### src/rtl/cv32e40x_pkg.sv
// Shared types for the cv32e40x divider issue slice.
// div_opcode_e is the existing divider opcode; div_issue_state_e is the issue FSM state.
package cv32e40x_pkg;

  typedef enum logic [1:0] {
    DIV_DIVU = 2'b00,
    DIV_DIV  = 2'b01,
    DIV_REMU = 2'b10,
    DIV_REM  = 2'b11
  } div_opcode_e;

  typedef enum logic [1:0] {
    ISSUE_IDLE = 2'b00,
    ISSUE_BUSY = 2'b01,
    ISSUE_DONE = 2'b10
  } div_issue_state_e;

  function automatic logic div_is_rem(div_opcode_e op);
    return (op == DIV_REM) || (op == DIV_REMU);
  endfunction

endpackage

### src/rtl/cv32e40x_div_issue.sv
// Issue/retire wrapper between the EX pipeline register and the serial divider.
// Optional CV32E40X_DIV_ZERO_BYPASS_EN answers divide-by-zero without engaging the divider.
module cv32e40x_div_issue
  import cv32e40x_pkg::*;
#(
  parameter int C_WIDTH   = 32,
  parameter int TAG_WIDTH = 5
) (
  input  logic                 clk,
  input  logic                 rst_n,
  input  logic                 valid_i,
  output logic                 ready_o,
  input  div_opcode_e          operator_i,
  input  logic [C_WIDTH-1:0]   op_a_i,
  input  logic [C_WIDTH-1:0]   op_b_i,
  input  logic [TAG_WIDTH-1:0] tag_i,
  input  logic                 kill_i,
  output logic                 div_valid_o,
  input  logic                 div_ready_i,
  output div_opcode_e          div_operator_o,
  output logic [C_WIDTH-1:0]   div_op_a_o,
  output logic [C_WIDTH-1:0]   div_op_b_o,
  input  logic                 div_valid_i,
  output logic                 div_ready_o,
  input  logic [C_WIDTH-1:0]   div_result_i,
  output logic                 valid_o,
  input  logic                 ready_i,
  output logic [C_WIDTH-1:0]   result_o,
  output logic [TAG_WIDTH-1:0] tag_o
);

  div_issue_state_e     state_d, state_q;
  div_opcode_e          operator_d, operator_q;
  logic [C_WIDTH-1:0]   op_a_d, op_a_q;
  logic [C_WIDTH-1:0]   op_b_d, op_b_q;
  logic [TAG_WIDTH-1:0] tag_d, tag_q;
  logic [C_WIDTH-1:0]   result_d, result_q;
  logic                 accept;
  logic                 bypass;

  assign ready_o = !kill_i && ((state_q == ISSUE_IDLE) || ((state_q == ISSUE_DONE) && ready_i));
  assign accept  = valid_i && ready_o;

`ifdef CV32E40X_DIV_ZERO_BYPASS_EN
  assign bypass = accept && (op_b_i == '0);
`else
  assign bypass = 1'b0;
`endif

  always_comb begin
    state_d    = state_q;
    operator_d = operator_q;
    op_a_d     = op_a_q;
    op_b_d     = op_b_q;
    tag_d      = tag_q;
    result_d   = result_q;

    if (accept) begin
      operator_d = operator_i;
      op_a_d     = op_a_i;
      op_b_d     = op_b_i;
      tag_d      = tag_i;
      if (bypass) begin
        result_d = div_is_rem(operator_i) ? op_a_i : '1;
      end
    end

    // kill wins over every other event, including a divider result in the same cycle
    if (kill_i) begin
      state_d = ISSUE_IDLE;
    end else begin
      unique case (state_q)
        ISSUE_IDLE: begin
          if (accept) state_d = bypass ? ISSUE_DONE : ISSUE_BUSY;
        end
        ISSUE_BUSY: begin
          if (div_valid_i) begin
            state_d  = ISSUE_DONE;
            result_d = div_result_i;
          end
        end
        ISSUE_DONE: begin
          if (ready_i) begin
            if (accept) state_d = bypass ? ISSUE_DONE : ISSUE_BUSY;
            else        state_d = ISSUE_IDLE;
          end
        end
        default: state_d = ISSUE_IDLE;
      endcase
    end
  end

  always_ff @(posedge clk or negedge rst_n) begin
    if (!rst_n) begin
      state_q    <= ISSUE_IDLE;
      operator_q <= DIV_DIVU;
      op_a_q     <= '0;
      op_b_q     <= '0;
      tag_q      <= '0;
      result_q   <= '0;
    end else begin
      state_q    <= state_d;
      operator_q <= operator_d;
      op_a_q     <= op_a_d;
      op_b_q     <= op_b_d;
      tag_q      <= tag_d;
      result_q   <= result_d;
    end
  end

  // Divider valid is purely state-derived, so it always drops for a cycle between operations.
  assign div_valid_o    = (state_q == ISSUE_BUSY);
  assign div_ready_o    = (state_q == ISSUE_BUSY);
  assign div_operator_o = operator_q;
  assign div_op_a_o     = op_a_q;
  assign div_op_b_o     = op_b_q;
  assign valid_o        = (state_q == ISSUE_DONE);
  assign result_o       = result_q;
  assign tag_o          = tag_q;

  div_ready_on_issue: assert property (@(posedge clk) disable iff (!rst_n)
    $rose(div_valid_o) |-> div_ready_i);

endmodule

### config.mk
export PLATFORM = sky130hd
export DESIGN_NAME = cv32e40x_div_issue
export DESIGN_NICKNAME = d
export VERILOG_FILES = /design/src/rtl/cv32e40x_pkg.sv /design/src/rtl/cv32e40x_div_issue.sv
export SDC_FILE = /design/constraint.sdc
export NUM_CORES = 1
export LEC_CHECK = 0
export CAP_MARGIN = 15
export CORE_UTILIZATION = 40
export DETAILED_ROUTE_END_ITERATION = 8
export PLACE_DENSITY_LB_ADDON = 0.12
export SETUP_SLACK_MARGIN = 0.1
export SLEW_MARGIN = 5
export SYNTH_ARGS = -nofsm -noshare
export SYNTH_HDL_FRONTEND = slang
export SYNTH_SLANG_ARGS = --single-unit
### constraint.sdc
create_clock -name clk -period 4.1 [get_ports clk]
set_input_delay 0.82 -clock clk [delete_from_list [all_inputs] [get_ports clk]]
set_output_delay 0.82 -clock clk [all_outputs]
set_load 0.05 [all_outputs]
==> Word-level counts from Yosys, hierarchy flattened <==
Cells that the tools add are included.
{ "op_classes": {"add_sub_neg": 0, "n_mul": 0, "div": 0, "order_cmp": 0, "n_eq_ne": 5, "shifts": 0, "mux": 6, "n_bitwise": 1, "n_reduce_logical": 8} }
{ "op_table": {"columns": ["operator", "count"], "rows": [
  ["2-to-1 mux 2 bit", 4],
  ["!= test 3 bit, second input constant", 2],
  ["one-hot mux 2 bit (3 select lines)", 1],
  ["AND reduction 3 bit", 2],
  ["logical AND 1 bit", 3],
  ["!= test 3 x 2 -> 1 bit, second input constant", 1],
  ["== test 2 x 1 -> 1 bit, second input constant", 1],
  ["== test 2 bit, second input constant", 1],
  ["zero test 2 bit", 1],
  ["zero test 1 bit", 1],
  ["logical OR 1 bit", 1],
  ["2-to-1 mux 1 bit", 1],
  ["NOT 1 bit", 1]
]} }
{ "word_totals": {"ff_bits": 105, "latch_bits": 0, "ramBits": 0, "romBits": 0, "input_bits": 110, "memories": 0} }

==> Logic depth before layout (Yosys ltp) <==
{ "logic_depth": {"ltp_word": 9, "ltp_mapped": 5} }

==> Least setup slack after synthesis <==
OpenSTA, ideal clock, no wires.
{ "synth_timing": {"path_type": "input -> output", "start": "input kill_i", "end": "output ready_o", "arrival_ps": 1917, "path_slack_ps": 1363, "cell_stages": 1, "cell_sequence": "nor3_1"} }
{ "synth_via": {"elab_chain_len": 2} }
{ "synth_rtl": {"columns": ["item", "line_no", "text"], "rows": [
  ["start, declared", "cv32e40x_div_issue.sv:17", "input logic kill_i,"],
  ["zero test 1 bit", "cv32e40x_div_issue.sv:41", "assign ready_o = !kill_i && ((state_q == ISSUE_IDLE) || ((state_q == ISSUE_DONE) && ready_i));"],
  ["logical AND 1 bit", "cv32e40x_div_issue.sv:41", null],
  ["end, declared", "cv32e40x_div_issue.sv:12", "output logic ready_o,"]
]} }
No other way between the ends.

==> Final worst setup path <==
Same ends and word-level chain as after synthesis.

==> impl_metrics.tcl <==
set metrics [dict create \
    syn2layout_area_growth_pct 57.7 \
    cts_tree "built" \
    hold_viol 0 \
    grt_pass1_wl_microns 15000 \
    p_seq_share_pct 35.6 \
    drt_iter0_drc 78 \
    syn-num-nets 341 \
    drt_pre_antenna_iters 4 \
    clk_pin_slew_ns 0.09 \
    fillers 807 \
    seq_area_frac_synth_pct 62.2 \
    wl_microns 9380 \
    synth_warnings 0 \
    crit_path_start_kind "primary input" \
    pin_count 217 \
    maxSlewViolCount 0 \
    synthTopCellsByArea "dfrtp_1 (62%), mux2_4 (25%), mux2_2 (8.8%)" \
    crit_start "kill_i" \
    worst-r2r-setup-slack_ns 1.89 \
    layout-drive-gt1-share_pct 27.2 \
    dieArea_sq_mm 0.0110 \
    final_cell_mix "clkdlybuf4s50_1 (214), dfrtp_1 (105), mux2_4 (69)" \
    grtUsageTotal_pct 17.7 \
    fin_skew_ns 0.0132 \
    crit_path_end_kind "output port" \
    worstSetupPathType "in2out" \
    antennaDiodeCount 0 \
    start_util_pct 41.1 \
    setup_viol 0 \
    final_common_cell "clkdlybuf4s50_1" \
    p_per_area_mw_per_mm2 594 \
    min_path_type "reg2reg" \
    grt_pass1_vias 2887 \
    worstSkewPairLatency_ns 0.35 \
    yosysTopAreaCellShare_pct 62.2 \
    leakagePower_nw 2.99 \
    postCtsSetupBuffers 0 \
    cts-root-buf "clkbuf_8" \
    comb_power_share_pct 48.3 \
    fin_crit_sh_pct 78.0 \
    syn_area_sq_mm 0.00423 \
    route.vias.total 2697 \
    endpoint "ready_o" \
    power.switching_mw 1.61 \
    cts_buffers 9 \
    ys_ff_latch 105 \
    synth_top_cell_by_area "dfrtp_1" \
    switching_share_pct 40.7 \
    port_buffers 215 \
    holdBufCountCts 0 \
    status "complete, no violations" \
    rsz0062_at_grt "no" \
    wl_per_cell_microns 16.0 \
    antenna_found_initial 0 \
    tightest_slew_ns 0.716 \
    place_hpwl_microns 6850 \
    rows 37 \
    regToRegEndpoint "div_op_b_o[4]" \
    total_power_mw 3.96 \
    grt_max_degree 58 \
    grt_overflow 0 \
    die_w_microns 105 \
    maxCapViolations 0 \
    postSynthAreaPerCell_sq_um 18.3 \
    period_minus_slack_ns 3.20 \
    die_h_microns 105 \
    ant_nets 0 \
    synth_cell_types 16 \
    internal-power_mw 2.35 \
    crit_fanout 5 \
    clockPowerShare_pct 16.0 \
    r2r_cells 4 \
    num-nets-final 559 \
    maxSlewHeadroom_pct 52.3 \
    cp.required_ns 3.28 \
    coreArea_sq_mm 0.0103 \
    synthCells 231 \
    fmax_ghz 0.313 \
    place_congestion 0.698 \
    cts_buffer_depth 2 \
    ir_worst_vdd_mv 0.292 \
    clock_sinks 105 \
    cts-resized-gates 0 \
    drc 0 \
    fin_tns_setup_ns 0 \
    r2r-start "state_q[1]" \
    cts_htree_levels 3 \
    via_per_inst 4.59 \
    worst_ep_arrival_time_ns 2.38 \
]
==> routing by layer <==
metal	wire length, microns	global-route usage [%]	vias to the layer above
met5	0	0	-
li1	-	-	1238
met3	683	5.05	9
met1	4010	22.9	1332
met2	4550	28.5	118
met4	130	5.84	0
==> power groups by stage <==
stage / Clock [mW] / Combinational [mW] / Sequential, mW
detailed placement: 0 / 1.93 / 1.43
global route: 0.698 / 1.98 / 1.45
CTS: 0.660 / 1.93 / 1.41
global placement: 0 / 1.91 / 1.42
floorplan: 0 / 0.362 / 2.30
finish: 0.635 / 1.91 / 1.41
==> layout make-up <==
type | instances | area, sq um | share of cell area, %
Multi-Input combinational cell | 112 | 1490 | 22.3
Clock buffer | 10 | 138 | 2.06
Clock inverter | 4 | 53.8 | 0.807
Tap cell | 136 | 170 | 2.55
Inverter | 1 | 3.75 | 0.0563
Sequential cell | 105 | 2630 | 39.4
Timing Repair Buffer | 220 | 2190 | 32.8
==> worst min path at each step <==
stage | start | endpoint | slack, ns | cells after the start
floorplan | state_q[1] | state_q[0] | 0.46 | 1
global placement | result_o[6] | result_o[6] | 0.47 | 1
detailed placement | div_op_a_o[20] | div_op_a_o[20] | 0.49 | 1
CTS | result_o[27] | result_o[27] | 0.52 | 1
global route | result_o[25] | result_o[25] | 0.53 | 1
finish | state_q[1] | state_q[0] | 0.51 | 1
==> worst max-delay path, cell delays in order <==
cell             delay [ns]
clkdlybuf4s50_1        0.48
nor3_1                 0.23
clkdlybuf4s50_1        0.85
==> Yosys cell counts, drive strengths merged <==
master and count:
mux2 103, nor2 1, dfrtp 105, a22oi 1, clkbuf 1, and3b 1
inv 1, or4b 1, buf 12, nor2b 3, nor3 1, o41ai 1
==> metrics by stage <==
| step | setup slack (ns) | hold slack, ns | utilization [%] | std cells | cell area [sq um] |
|---|---|---|---|---|---|
| finish | 0.901 | 0.509 | 64.9 | 588 | 6670 |
| global placement | 0.924 | 0.470 | 63.0 | 574 | 6470 |
| detailed placement | 0.922 | 0.491 | 63.0 | 574 | 6470 |
| floorplan | 1.36 | 0.457 | - | 231 | 4230 |
| global route | 0.826 | 0.525 | 64.9 | 588 | 6670 |
| CTS | 0.887 | 0.516 | 64.9 | 588 | 6670 |
==> registers in the layout, indices dropped and copies added (netlist names) <==
name and cells:
div_op_a_o 32, div_op_b_o 32, result_o 32, tag_o 5, div_operator_o 2, state_q 2
==> cells by family (layout without fill, tap and decap cells) <==
logic type | after synthesis | in the layout | share of synthesized area, %
buffers and inverters | 14 | 235 | 2.75
and+or+nand+nor | 7 | 7 | 1.10
AOI/OAI and AO/OA | 2 | 2 | 0.385
muxes | 103 | 103 | 33.6
DFF | 105 | 105 | 62.2
Power figures use the tool's default switching activity.
